## src/rtl/conv_ch_scheduler_pkg.sv

```systemverilog
// Shared types and constants for the convolution channel scheduler.
package conv_ch_scheduler_pkg;

    localparam int CH_SCHED_CH_W   = 7;
    localparam int CH_SCHED_PERF_W = 32;

    typedef enum logic [2:0] {
        CS_IDLE,
        CS_LAUNCH,
        CS_WAIT,
        CS_NEXT,
        CS_DRAIN,
        CS_DONE
    } ch_sched_state_e;

endpackage

```

## src/rtl/conv_ch_scheduler_if.sv

```systemverilog
// Scheduler control bus: layer start/abort, feeder start/finished, SA drain, status.
// master drives the _i signals, slave (the scheduler) drives the _o signals.
interface conv_ch_scheduler_if
    import conv_ch_scheduler_pkg::*;
#(
    parameter int CH_W   = CH_SCHED_CH_W,
    parameter int PERF_W = CH_SCHED_PERF_W
);
    logic              start_i;
    logic              abort_i;
    logic [CH_W-1:0]   cfg_num_ch_i;
    logic              inputs_start_o;
    logic              inputs_finished_i;
    logic              weights_start_o;
    logic              weights_finished_i;
    logic [CH_W-1:0]   current_ch_o;
    logic              sa_drain_o;
    logic              sa_drain_done_i;
    logic              busy_o;
    logic              done_o;
    logic [PERF_W-1:0] perf_cycles_o;

    modport master (
        output start_i, abort_i, cfg_num_ch_i, inputs_finished_i,
               weights_finished_i, sa_drain_done_i,
        input  inputs_start_o, weights_start_o, current_ch_o, sa_drain_o,
               busy_o, done_o, perf_cycles_o
    );

    modport slave (
        input  start_i, abort_i, cfg_num_ch_i, inputs_finished_i,
               weights_finished_i, sa_drain_done_i,
        output inputs_start_o, weights_start_o, current_ch_o, sa_drain_o,
               busy_o, done_o, perf_cycles_o
    );
endinterface

```

## src/rtl/conv_ch_scheduler_perf.sv

```systemverilog
// Saturating busy-cycle counter, cleared on layer start.
// Latency: count visible the cycle after the counted cycle.
// Backpressure: none; holds at all-ones once saturated.
module ch_sched_perf_cnt #(
    parameter int W = 32
) (
    input  logic         i_clk,
    input  logic         i_rstn,
    input  logic         clr_i,
    input  logic         inc_i,
    output logic [W-1:0] cnt_o
);
    logic [W-1:0] cnt_q;

    always_ff @(posedge i_clk or negedge i_rstn) begin
        if (!i_rstn) begin
            cnt_q <= '0;
        end else if (clr_i) begin
            cnt_q <= '0;
        end else if (inc_i && (cnt_q != {W{1'b1}})) begin
            cnt_q <= cnt_q + W'(1);
        end
    end

    assign cnt_o = cnt_q;
endmodule

```

## src/rtl/conv_ch_scheduler.sv

```systemverilog
// Sequences one conv layer over its input channels, then drains the SA; CH_SCHED_PERF_EN adds a busy counter.
// Latency: start -> first feeder start 1 cycle; both finished -> next feeder start 2 cycles.
// Backpressure: start ignored while busy; waits on feeder finished and drain done, abort wins over all.
module conv_ch_scheduler
    import conv_ch_scheduler_pkg::*;
#(
    parameter int CH_W   = CH_SCHED_CH_W,
    parameter int PERF_W = CH_SCHED_PERF_W
) (
    input  logic                i_clk,
    input  logic                i_rstn,
    conv_ch_scheduler_if.slave  bus
);
    ch_sched_state_e state_q;
    logic [CH_W-1:0] count_q;
    logic [CH_W-1:0] cur_ch_q;
    logic            in_flag_q;
    logic            wt_flag_q;
    logic            launch_q;
    logic            drain_q;
    logic            done_q;

    logic            in_flag_d;
    logic            wt_flag_d;
    logic            last_ch;
    logic            start_acc;
    logic            busy;

    // Sticky flags include this cycle's finished pulses so same-cycle arrivals advance at once.
    assign in_flag_d = in_flag_q | bus.inputs_finished_i;
    assign wt_flag_d = wt_flag_q | bus.weights_finished_i;
    assign last_ch   = (cur_ch_q == (count_q - CH_W'(1)));
    assign start_acc = (state_q == CS_IDLE) && bus.start_i && !bus.abort_i;
    assign busy      = (state_q != CS_IDLE);

    always_ff @(posedge i_clk or negedge i_rstn) begin
        if (!i_rstn) begin
            state_q   <= CS_IDLE;
            count_q   <= '0;
            cur_ch_q  <= '0;
            in_flag_q <= 1'b0;
            wt_flag_q <= 1'b0;
            launch_q  <= 1'b0;
            drain_q   <= 1'b0;
            done_q    <= 1'b0;
        end else if (bus.abort_i) begin
            state_q   <= CS_IDLE;
            cur_ch_q  <= '0;
            in_flag_q <= 1'b0;
            wt_flag_q <= 1'b0;
            launch_q  <= 1'b0;
            drain_q   <= 1'b0;
            done_q    <= 1'b0;
        end else begin
            launch_q <= 1'b0;
            done_q   <= 1'b0;
            case (state_q)
                CS_IDLE: begin
                    if (start_acc) begin
                        if (bus.cfg_num_ch_i != '0) begin
                            count_q  <= bus.cfg_num_ch_i;
                            cur_ch_q <= '0;
                            launch_q <= 1'b1;
                            state_q  <= CS_LAUNCH;
                        end else begin
                            done_q  <= 1'b1;
                            state_q <= CS_DONE;
                        end
                    end
                end
                CS_LAUNCH: begin
                    // Finished levels still high from the previous channel must not count here.
                    in_flag_q <= 1'b0;
                    wt_flag_q <= 1'b0;
                    state_q   <= CS_WAIT;
                end
                CS_WAIT: begin
                    in_flag_q <= in_flag_d;
                    wt_flag_q <= wt_flag_d;
                    if (in_flag_d && wt_flag_d) begin
                        state_q <= CS_NEXT;
                    end
                end
                CS_NEXT: begin
                    if (last_ch) begin
                        drain_q <= 1'b1;
                        state_q <= CS_DRAIN;
                    end else begin
                        cur_ch_q <= cur_ch_q + CH_W'(1);
                        launch_q <= 1'b1;
                        state_q  <= CS_LAUNCH;
                    end
                end
                CS_DRAIN: begin
                    if (bus.sa_drain_done_i) begin
                        drain_q <= 1'b0;
                        done_q  <= 1'b1;
                        state_q <= CS_DONE;
                    end
                end
                CS_DONE: begin
                    state_q <= CS_IDLE;
                end
                default: begin
                    state_q <= CS_IDLE;
                end
            endcase
        end
    end

    assign bus.inputs_start_o  = launch_q;
    assign bus.weights_start_o = launch_q;
    assign bus.current_ch_o    = cur_ch_q;
    assign bus.sa_drain_o      = drain_q;
    assign bus.done_o          = done_q;
    assign bus.busy_o          = busy;

`ifdef CH_SCHED_PERF_EN
    ch_sched_perf_cnt #(
        .W(PERF_W)
    ) u_perf (
        .i_clk  (i_clk),
        .i_rstn (i_rstn),
        .clr_i  (start_acc),
        .inc_i  (busy),
        .cnt_o  (bus.perf_cycles_o)
    );
`else
    assign bus.perf_cycles_o = {PERF_W{1'b0}};
`endif
endmodule

```

## src/flat_wrapper.sv

```systemverilog
// flat-port wrapper written by rule: the top's interface ports become plain ports
module conv_ch_scheduler_flat import conv_ch_scheduler_pkg::*;
#(
    parameter int CH_W   = CH_SCHED_CH_W,
    parameter int PERF_W = CH_SCHED_PERF_W
)
  (i_clk, i_rstn, bus_start_i, bus_abort_i, bus_cfg_num_ch_i, bus_inputs_finished_i, bus_weights_finished_i, bus_sa_drain_done_i, bus_inputs_start_o, bus_weights_start_o, bus_current_ch_o, bus_sa_drain_o, bus_busy_o, bus_done_o, bus_perf_cycles_o);
  conv_ch_scheduler_if #(.CH_W(CH_W), .PERF_W(PERF_W)) bus_i ();
  input  logic i_clk;
  input  logic i_rstn;
  input wire logic [$bits(bus_i.start_i)-1:0] bus_start_i;
  input wire logic [$bits(bus_i.abort_i)-1:0] bus_abort_i;
  input wire logic [$bits(bus_i.cfg_num_ch_i)-1:0] bus_cfg_num_ch_i;
  input wire logic [$bits(bus_i.inputs_finished_i)-1:0] bus_inputs_finished_i;
  input wire logic [$bits(bus_i.weights_finished_i)-1:0] bus_weights_finished_i;
  input wire logic [$bits(bus_i.sa_drain_done_i)-1:0] bus_sa_drain_done_i;
  output wire logic [$bits(bus_i.inputs_start_o)-1:0] bus_inputs_start_o;
  output wire logic [$bits(bus_i.weights_start_o)-1:0] bus_weights_start_o;
  output wire logic [$bits(bus_i.current_ch_o)-1:0] bus_current_ch_o;
  output wire logic [$bits(bus_i.sa_drain_o)-1:0] bus_sa_drain_o;
  output wire logic [$bits(bus_i.busy_o)-1:0] bus_busy_o;
  output wire logic [$bits(bus_i.done_o)-1:0] bus_done_o;
  output wire logic [$bits(bus_i.perf_cycles_o)-1:0] bus_perf_cycles_o;
  assign bus_i.start_i = bus_start_i;
  assign bus_i.abort_i = bus_abort_i;
  assign bus_i.cfg_num_ch_i = bus_cfg_num_ch_i;
  assign bus_i.inputs_finished_i = bus_inputs_finished_i;
  assign bus_i.weights_finished_i = bus_weights_finished_i;
  assign bus_i.sa_drain_done_i = bus_sa_drain_done_i;
  assign bus_inputs_start_o = bus_i.inputs_start_o;
  assign bus_weights_start_o = bus_i.weights_start_o;
  assign bus_current_ch_o = bus_i.current_ch_o;
  assign bus_sa_drain_o = bus_i.sa_drain_o;
  assign bus_busy_o = bus_i.busy_o;
  assign bus_done_o = bus_i.done_o;
  assign bus_perf_cycles_o = bus_i.perf_cycles_o;
  conv_ch_scheduler #(.CH_W(CH_W), .PERF_W(PERF_W)) u_core (.i_clk(i_clk), .i_rstn(i_rstn), .bus(bus_i));
endmodule
```

## config.mk

```make
export PLATFORM = sky130hd
export DESIGN_NAME = conv_ch_scheduler_flat
export DESIGN_NICKNAME = d
export VERILOG_FILES = /design/src/rtl/conv_ch_scheduler_pkg.sv /design/src/rtl/conv_ch_scheduler_if.sv /design/src/rtl/conv_ch_scheduler_perf.sv /design/src/rtl/conv_ch_scheduler.sv /design/src/flat_wrapper.sv
export SDC_FILE = /design/constraint.sdc
export NUM_CORES = 1
export LEC_CHECK = 0
export CORE_MARGIN = 5
export CORE_UTILIZATION = 40
export CTS_CLUSTER_DIAMETER = 50
export DETAILED_ROUTE_END_ITERATION = 12
export GPL_ROUTABILITY_DRIVEN = 0
export GPL_TIMING_DRIVEN = 0
export PLACE_DENSITY_LB_ADDON = 0.05
export SLEW_MARGIN = 20
export SYNTH_ARGS = -nofsm -noshare
export SYNTH_HDL_FRONTEND = slang
export SYNTH_SLANG_ARGS = --single-unit
export TNS_END_PERCENT = 50
```

## constraint.sdc

```tcl
create_clock -name i_clk -period 3.35 [get_ports i_clk]
set_input_delay 0.67 -clock i_clk [delete_from_list [all_inputs] [get_ports i_clk]]
set_output_delay 0.67 -clock i_clk [all_outputs]
set_load 0.005 [all_outputs]
```

==> flow_summary_export.csv, run 1 <==
group,metric,value,unit
outcome,status,"completed",
setup_path,path_cells,"clkdlybuf4s50_1 > or4_1 > nor4_1 > o21ai_0 > a21oi_1 > o21ba_2 > o21ai_0",
detailed_routing,wl_met3,269,um
setup_path,crit_slowest_cell,"nor4_1",
setup_path,rrSetupSlack,0.57,ns
sta,hold_violations,0,
global_route,first_global_vias,1369,
sta,rsz0062_at_grt,"false",
layout,multiInputGateArea,820,sq um
synthesis,synth.distinct_cells,43,
detailed_routing,drtIter0Drc,55,
clock_tree,worstSkewPairLatency,0.27,ns
synthesis,yosys_warnings,0,
layout,mostFrequentLayoutCell,"buf_4",
place,numPortBuffers,25,
sta,whs,0.351,ns
synthesis,synthArstFlopShare,100,%
layout,mostFrequentLayoutCells,"33 x buf_4, 32 x conb_1, 24 x clkdlybuf4s50_1, 22 x dfrtp_1, 14 x nand2_1",
layout,drive_gt1_share,19.3,%
clock_tree,htreeDepth,1,
setup_path,crit_top_cell,"o21ai_0",
sta,max-slew-margin-rel,53.3,%
synthesis,ys_seq_area_share,35.2,%
layout,regArea,551,sq um
layout,fill_cells,341,
setup_path,cp.arrival,3.14,ns
clock_tree,cts_buffers,3,
detailed_routing,ant_nets,0,
floorplanning,initial_utilization,42.1,%
synthesis,synth_area_leaders,"dfrtp_1 35%, buf_4 16%, o21ai_0 3.5%",
setup_path,critPathRequiredTime,3.54,ns
pwr,ir_worst_vdd,0.177,mV
detailed_routing,wl_met1,1490,um
job,drv_cap,0,
pwr,total_power,1.02,mW
setup_path,critPathMaxStageDelay,0.53,ns
setup_path,crit_path_start_kind,"primary input",
synthesis,ys.flop_type,"dfrtp_1",
floorplanning,ioPinCount,58,
detailed_routing,drc,0,
global_route,antenna_found_initial,0,
clock_tree,cts_tree,"done",
clock_tree,cts_setup_buffers,0,
floorplanning,fp.coreArea,3720,sq um
floorplanning,die_w,72.5,um
clock_tree,cts_num_sinks,22,
clock_tree,clk_pin_slew,0.09,ns
place,dp_hpwl,2890,um
sta,fmaxAchievable,338,MHz
layout,nets,255,
global_route,grt_remaining_overflow,0,
floorplanning,die_h,72.5,um
detailed_routing,avgViaCountPerCell,4.84,
clock_tree,clockBufferDepth,2,
detailed_routing,num_vias,1384,
detailed_routing,routed.top_layer,"met4",
pwr,leakagePower,0.952,nW
sta,tns,0,ns
detailed_routing,wl_met2,1900,um
layout,antenna_cells,0,
place,placed_area,1990,sq um
sta,drv_slew,0,
layout,fin_cells,286,
detailed_routing,wl_per_cell,13.0,um
synthesis,synth.cell_area,1560,sq um
synthesis,syn_avg_cell_area,8.78,sq um
place,placed_cells,282,
synthesis,synth_top_area_share,35.2,%
synthesis,ys_seq_elements,22,
sta,finalCritPeriodShare,88.2,%
layout,area_growth_syn_to_layout,31.5,%
synthesis,yosysTopAreaCell,"dfrtp_1",
setup_path,crit_family,"simple AND/OR/NAND/NOR gates",
sta,finalClockSkew,0.00824,ns
clock_tree,ctsResizeCount,0,
global_route,grt_pass1_wl,6190,um
setup_path,critPathKind,"in2reg",
synthesis,syn-instance-count,178,
sta,tightestPinTransition,0.698,ns
min_path,hp-class,"in2async",
setup_path,worstPathBufferInverterCount,1,
sta,min_period,2.96,ns
sta,setup_viol,0,
detailed_routing,routed_wl,3720,um
setup_path,endpoint_kind,"register",
clock_tree,clockRootBuffer,"clkbuf_8",
synthesis,synth-edff-count,0,
floorplanning,rows,22,
detailed_routing,drt_pre_antenna_iters,5,
setup_path,critPathMaxFanout,6,
global_route,grt_usage,14.9,%
pwr,powerDensity,495,nW/um^2
floorplanning,die-area,5260,sq um
clock_tree,holdBufCountCts,0,
layout,final_area,2060,sq um
global_route,grt_max_degree,23,
## cells by family after synthesis
kind of cell             synth area share, %
AND/OR/NAND/NOR                         17.7
buffers and inverters                   19.8
AO/OA/AOI/OAI                           16.9
flip-flops                              35.2
XOR/XNOR                                5.04
multiplexers                            3.52
adder cells (fa/ha/maj)                 1.60
other                                  0.240
## metrics by stage
stage          setup WS, ns  utilization [%]
2_1_floorplan         0.822                -
3_3_place_gp         0.0665             53.5
3_5_place_dp          0.119             53.5
4_1_cts               0.392             55.5
5_1_grt               0.105             55.3
6_report              0.394             55.3
## worst paths after layout
check | end | cells after the start | start
max | u_core.bus.current_ch_o[1] | 7 | bus_cfg_num_ch_i[3]
min | u_core.state_q[0] | 1 | i_rstn
max reg2reg | u_core.bus.current_ch_o[2] | 8 | u_core.count_q[2]
min reg2reg | u_core.count_q[5] | 1 | u_core.count_q[5]
max in group asynchronous | u_core.bus.current_ch_o[6] | 1 | i_rstn
min in group i_clk | u_core.count_q[5] | 1 | u_core.count_q[5]
## layer usage
layer,vias up,GRT usage (%)
met3,7,4.02
met5,-,0
li1,685,-
met1,650,17.0
met2,42,25.9
met4,0,6.56
## synthesized netlist by cell type (3+ instances only)
master and instances:
inv_1 6, mux2_2 4, nor2_1 8, o211ai_1 4, a21oi_1 6, buf_4 33, xor2_1 4, nand3_1 8
xnor2_1 5, dfrtp_1 22, nor3_1 3, clkbuf_1 6, nor3b_1 3, nand4_1 3, nand2_1 14, o21ai_0 11
a21o_1 3
## cell type report
class,count,area share (%)
Multi-Input combinational cell,140,39.9
Sequential cell,22,26.8
Buffer,41,13.9
Timing Repair Buffer,25,11.9
Tap cell,48,2.92
Clock buffer,3,2.01
Clock inverter,1,1.46
Inverter,6,1.10
## where the power goes
part / internal (mW) / switching [mW] / total (mW)
Clock: 0.160 / 0.0940 / 0.254
Combinational: 0.203 / 0.184 / 0.387
Sequential: 0.320 / 0.0569 / 0.377
Total: 0.683 / 0.335 / 1.02
## flip-flops by register name, indices dropped and copies added, names as in the netlist
name and count:
u_core.bus.done_o 1, u_core.bus.current_ch_o 7, u_core.wt_flag_q 1, u_core.state_q 3, u_core.count_q 7, u_core.bus.sa_drain_o 1
u_core.in_flag_q 1, u_core.bus.inputs_start_o 1
Power figures use the tool's default switching activity.
==> inputs of run 2 (changes only) <==
CORE_UTILIZATION = 41   (was 40)
==> flow_summary_export.csv, run 2 (same netlist as run 1, synthesis figures left out) <==
group,metric,value,unit
detailed_routing,ant_nets,0,
sta,tns,0,ns
sta,setup_viol,0,
clock_tree,ctsResizeCount,0,
global_route,first_global_vias,1365,
floorplanning,die_w,71.7,um
place,dp_hpwl,2900,um
clock_tree,clockRootBuffer,"clkbuf_8",
clock_tree,worstSkewPairLatency,0.26,ns
clock_tree,clockBufferDepth,2,
floorplanning,initial_utilization,42.4,%
sta,hold_violations,0,
global_route,grt_pass1_wl,6240,um
setup_path,crit_top_cell,"o21ai_0",
setup_path,r2r_cells,8,
detailed_routing,drc,0,
setup_path,critPathRequiredTime,3.53,ns
place,placed_cells,282,
sta,finalClockSkew,0.00209,ns
outcome,status,"completed",
sta,finalCritPeriodShare,89.0,%
sta,fmaxAchievable,336,MHz
layout,area_growth_syn_to_layout,30.5,%
setup_path,timing.rr.start,"u_core.count_q[2]",
detailed_routing,drt_pre_antenna_iters,4,
clock_tree,cts_buffers,3,
floorplanning,ioPinCount,58,
pwr,leakagePower,0.945,nW
sta,rsz0062_at_grt,"false",
clock_tree,cts_tree,"done",
setup_path,critPathLaunch,"bus_cfg_num_ch_i[3]",
floorplanning,fp.coreArea,3690,sq um
clock_tree,cts_setup_buffers,0,
global_route,antenna_found_initial,0,
layout,mostFrequentLayoutCell,"buf_4",
global_route,grt_usage,15.0,%
detailed_routing,avgViaCountPerCell,4.81,
setup_path,crit_slowest_cell,"nor4_1",
global_route,grt_max_degree,23,
clock_tree,clk_pin_slew,0.08,ns
layout,antenna_cells,0,
pwr,powerDensity,470,nW/um^2
layout,fin_cells,286,
setup_path,crit_path_start_kind,"primary input",
global_route,grt_remaining_overflow,0,
detailed_routing,drtIter0Drc,40,
detailed_routing,routed_wl,3590,um
layout,nets,255,
job,drv_cap,0,
floorplanning,die_h,71.7,um
layout,mostFrequentLayoutCells,"33 x buf_4, 32 x conb_1, 24 x clkdlybuf4s50_1, 22 x dfrtp_1, 14 x nand2_1",
clock_tree,htreeDepth,1,
floorplanning,die-area,5150,sq um
setup_path,critPathKind,"in2reg",
sta,max-slew-margin-rel,53.9,%
sta,tightestPinTransition,0.685,ns
setup_path,cp.arrival,3.16,ns
setup_path,critPathMaxFanout,6,
detailed_routing,wl_per_cell,12.5,um
setup_path,endpoint_kind,"register",
clock_tree,holdBufCountCts,0,
layout,final_area,2040,sq um
layout,drive_gt1_share,19.3,%
sta,drv_slew,0,
setup_path,critPathMaxStageDelay,0.54,ns
place,numPortBuffers,25,
floorplanning,rows,22,
setup_path,rrSetupSlack,0.60,ns
setup_path,path_cells,"clkdlybuf4s50_1 > or4_1 > nor4_1 > o21ai_0 > a21oi_1 > o21ba_2 > o21ai_0",
detailed_routing,num_vias,1377,
sta,whs,0.361,ns
layout,fill_cells,372,
clock_tree,cts_num_sinks,22,
pwr,ir_worst_vdd,0.239,mV
sta,min_period,2.98,ns
place,placed_area,1990,sq um
min_path,hp-class,"in2async",
-- run 2: critical path, delay by kind of cell --
kind / cells / cell delay (ns)
simple gates: 2 / 1.06
buf+inv: 1 / 0.41
compound gates: 4 / 1.02
-- run 2: final cells by class --
| class | count | area [sq um] | area share [%] |
|---|---|---|---|
| Multi-Input combinational cell | 140 | 820 | 40.2 |
| Sequential cell | 22 | 551 | 27.0 |
| Buffer | 41 | 287 | 14.0 |
| Timing Repair Buffer | 25 | 245 | 12.0 |
| Tap cell | 48 | 60.1 | 2.94 |
| Clock buffer | 4 | 55.1 | 2.70 |
| Inverter | 6 | 22.5 | 1.10 |
-- run 2: metrics by stage --
step           util, %  worst slack, ns  power, mW
5_1_grt           55.3            0.154       1.03
6_report          55.3            0.370      0.958
3_5_place_dp      53.9           0.0915      0.772
2_1_floorplan        -            0.822      0.653
3_3_place_gp      53.9           0.0718      0.755
4_1_cts           55.4            0.355      0.969
-- run 2: metal layers --
metal  routed length (um)  track usage [%]  vias up
li1                     -                -      685
met1                 1470             18.7      640
met2                 1830             25.7       44
met3                  212             2.81        8
met4                   76             5.64        0
met5                    0                0        -
-- run 2: final timing paths --
path / to
max: u_core.bus.current_ch_o[1]
min: u_core.wt_flag_q
max reg2reg: u_core.bus.current_ch_o[2]
min reg2reg: u_core.count_q[6]
max in group asynchronous: u_core.bus.inputs_start_o
min in group i_clk: u_core.count_q[6]
-- run 2: where the power goes --
group	switching [mW]	leakage, nW	internal [mW]
sequential	0.0579	0.290	0.320
clock	0.0892	0.0288	0.105
combinational	0.183	0.627	0.203
==> inputs of run 3 (changes only) <==
CORE_ASPECT_RATIO = 0.5   (was default)
==> flow_summary_export.csv, run 3 (same netlist as run 1, synthesis figures left out) <==
group,metric,value,unit
sta,drv_slew,0,
clock_tree,worstSkewPairLatency,0.27,ns
clock_tree,ctsResizeCount,0,
setup_path,cp.arrival,3.26,ns
clock_tree,htreeDepth,1,
detailed_routing,drtIter0Drc,79,
clock_tree,clockRootBuffer,"clkbuf_8",
pwr,p_int,0.683,mW
sta,hold_violations,0,
layout,fin_cells,289,
place,dp_hpwl,2720,um
clock_tree,clk_pin_slew,0.09,ns
sta,setup_viol,0,
setup_path,endpoint_kind,"register",
pwr,clkPwrFrac,25.0,%
global_route,grt_pass1_wl,5820,um
clock_tree,clockBufferDepth,2,
sta,min_period,3.07,ns
global_route,antenna_found_initial,0,
min_path,hp-class,"in2async",
detailed_routing,routed_wl,3500,um
detailed_routing,num_vias,1365,
global_route,first_global_vias,1299,
layout,fill_cells,323,
layout,final_core_util,58.1,%
clock_tree,cts_tree,"done",
setup_path,critPathMaxStageDelay,0.62,ns
detailed_routing,avgViaCountPerCell,4.72,
place,numPortBuffers,25,
job,drv_cap,0,
layout,area_growth_syn_to_layout,31.8,%
clock_tree,cts_buffers,3,
setup_path,critPathMaxFanout,6,
pwr,ir_worst_vdd,0.186,mV
global_route,grt_remaining_overflow,0,
floorplanning,initial_utilization,44.1,%
sta,finalCritPeriodShare,91.7,%
pwr,leakagePower,0.952,nW
setup_path,crit_path_start_kind,"primary input",
floorplanning,fp.coreArea,3550,sq um
pwr,seqPwrFrac,37.1,%
setup_path,worstPathBufferInverterCount,1,
detailed_routing,wl_per_cell,12.1,um
floorplanning,die_w,97.3,um
setup_path,crit_top_cell,"o21ai_0",
layout,mostFrequentLayoutCell,"buf_4",
floorplanning,rows,15,
clock_tree,holdBufCountCts,0,
sta,tightestPinTransition,0.791,ns
pwr,p_sw,0.328,mW
detailed_routing,drc,0,
layout,antenna_cells,0,
setup_path,critPathRequiredTime,3.54,ns
place,placed_cells,285,
floorplanning,die_h,53.7,um
layout,nets,255,
detailed_routing,ant_nets,0,
setup_path,path_cells,"clkdlybuf4s50_1 > or4_1 > nor4_1 > o21ai_0 > a21oi_1 > o21ba_2 > o21ai_0",
pwr,powerDensity,491,nW/um^2
detailed_routing,drt_pre_antenna_iters,4,
clock_tree,cts_num_sinks,22,
layout,mostFrequentLayoutCells,"33 x buf_4, 32 x conb_1, 24 x clkdlybuf4s50_1, 22 x dfrtp_1, 14 x nand2_1",
sta,rsz0062_at_grt,"false",
setup_path,critPathKind,"in2reg",
layout,drive_gt1_share,19.3,%
setup_path,crit_family,"simple AND/OR/NAND/NOR gates",
sta,finalClockSkew,0.0100,ns
pwr,swShare,32.4,%
sta,max-slew-margin-rel,46.8,%
outcome,status,"completed",
sta,fmaxAchievable,326,MHz
global_route,grt_usage,13.7,%
setup_path,timing.rr.start,"u_core.count_q[2]",
global_route,grt_max_degree,23,
pwr,combPwrFrac,37.9,%
floorplanning,ioPinCount,58,
clock_tree,cts_setup_buffers,0,
floorplanning,die-area,5220,sq um
setup_path,crit_slowest_cell,"nor4_1",
setup_path,critPathLaunch,"bus_cfg_num_ch_i[3]",
## run 3: layer usage
layer,track usage [%],wire (um),vias to the layer above
met5,0,0,-
met2,24.0,1500,55
met3,3.75,267,4
met1,17.3,1700,619
met4,3.45,32,0
li1,-,-,687
## run 3: cell type report
type                    count  area, sq um  share of cell area, %
flip-flops and latches     22          551                   26.7
repair buffers             25          245                   11.9
inverters                   6         22.5                   1.09
well taps                  51         63.8                   3.10
plain buffers              41          287                   13.9
clock buffers               3         41.3                   2.00
multi-input cells         140          820                   39.8
clock inverters             1         30.0                   1.46
## run 3: through the flow
step | total power [mW] | setup WS (ns) | cell area, sq um | setup TNS, ns | hold slack, ns
6_report | 1.01 | 0.279 | 2060 | 0 | 0.356
5_1_grt | 1.08 | 0.0829 | 2060 | 0 | 0.393
4_1_cts | 1.02 | 0.283 | 2060 | 0 | 0.553
3_5_place_dp | 0.761 | 0.00532 | 1990 | 0 | 0.532
3_3_place_gp | 0.756 | -0.00351 | 1990 | -0.00351 | 0.520
2_1_floorplan | 0.653 | 0.822 | 1680 | 0 | 0.374
## run 3: path summary, 6_finish.rpt
kind / endpoint / slack [ns] / depth (start not counted)
max: u_core.bus.current_ch_o[1] / 0.28 / 7
min: u_core.bus.done_o / 0.36 / 1
max reg2reg: u_core.bus.current_ch_o[5] / 0.59 / 8
min reg2reg: u_core.count_q[6] / 0.55 / 1
max in group asynchronous: u_core.bus.current_ch_o[3] / 2.65 / 1
min in group i_clk: u_core.count_q[6] / 0.55 / 1
## run 3: power by group through the flow
stage	registers (mW)	logic, mW	clock network (mW)
after floorplan	0.367	0.286	0
after detailed placement	0.381	0.380	0
after CTS	0.375	0.382	0.260
after global routing	0.385	0.425	0.271
after global placement	0.380	0.376	0
final	0.375	0.383	0.253
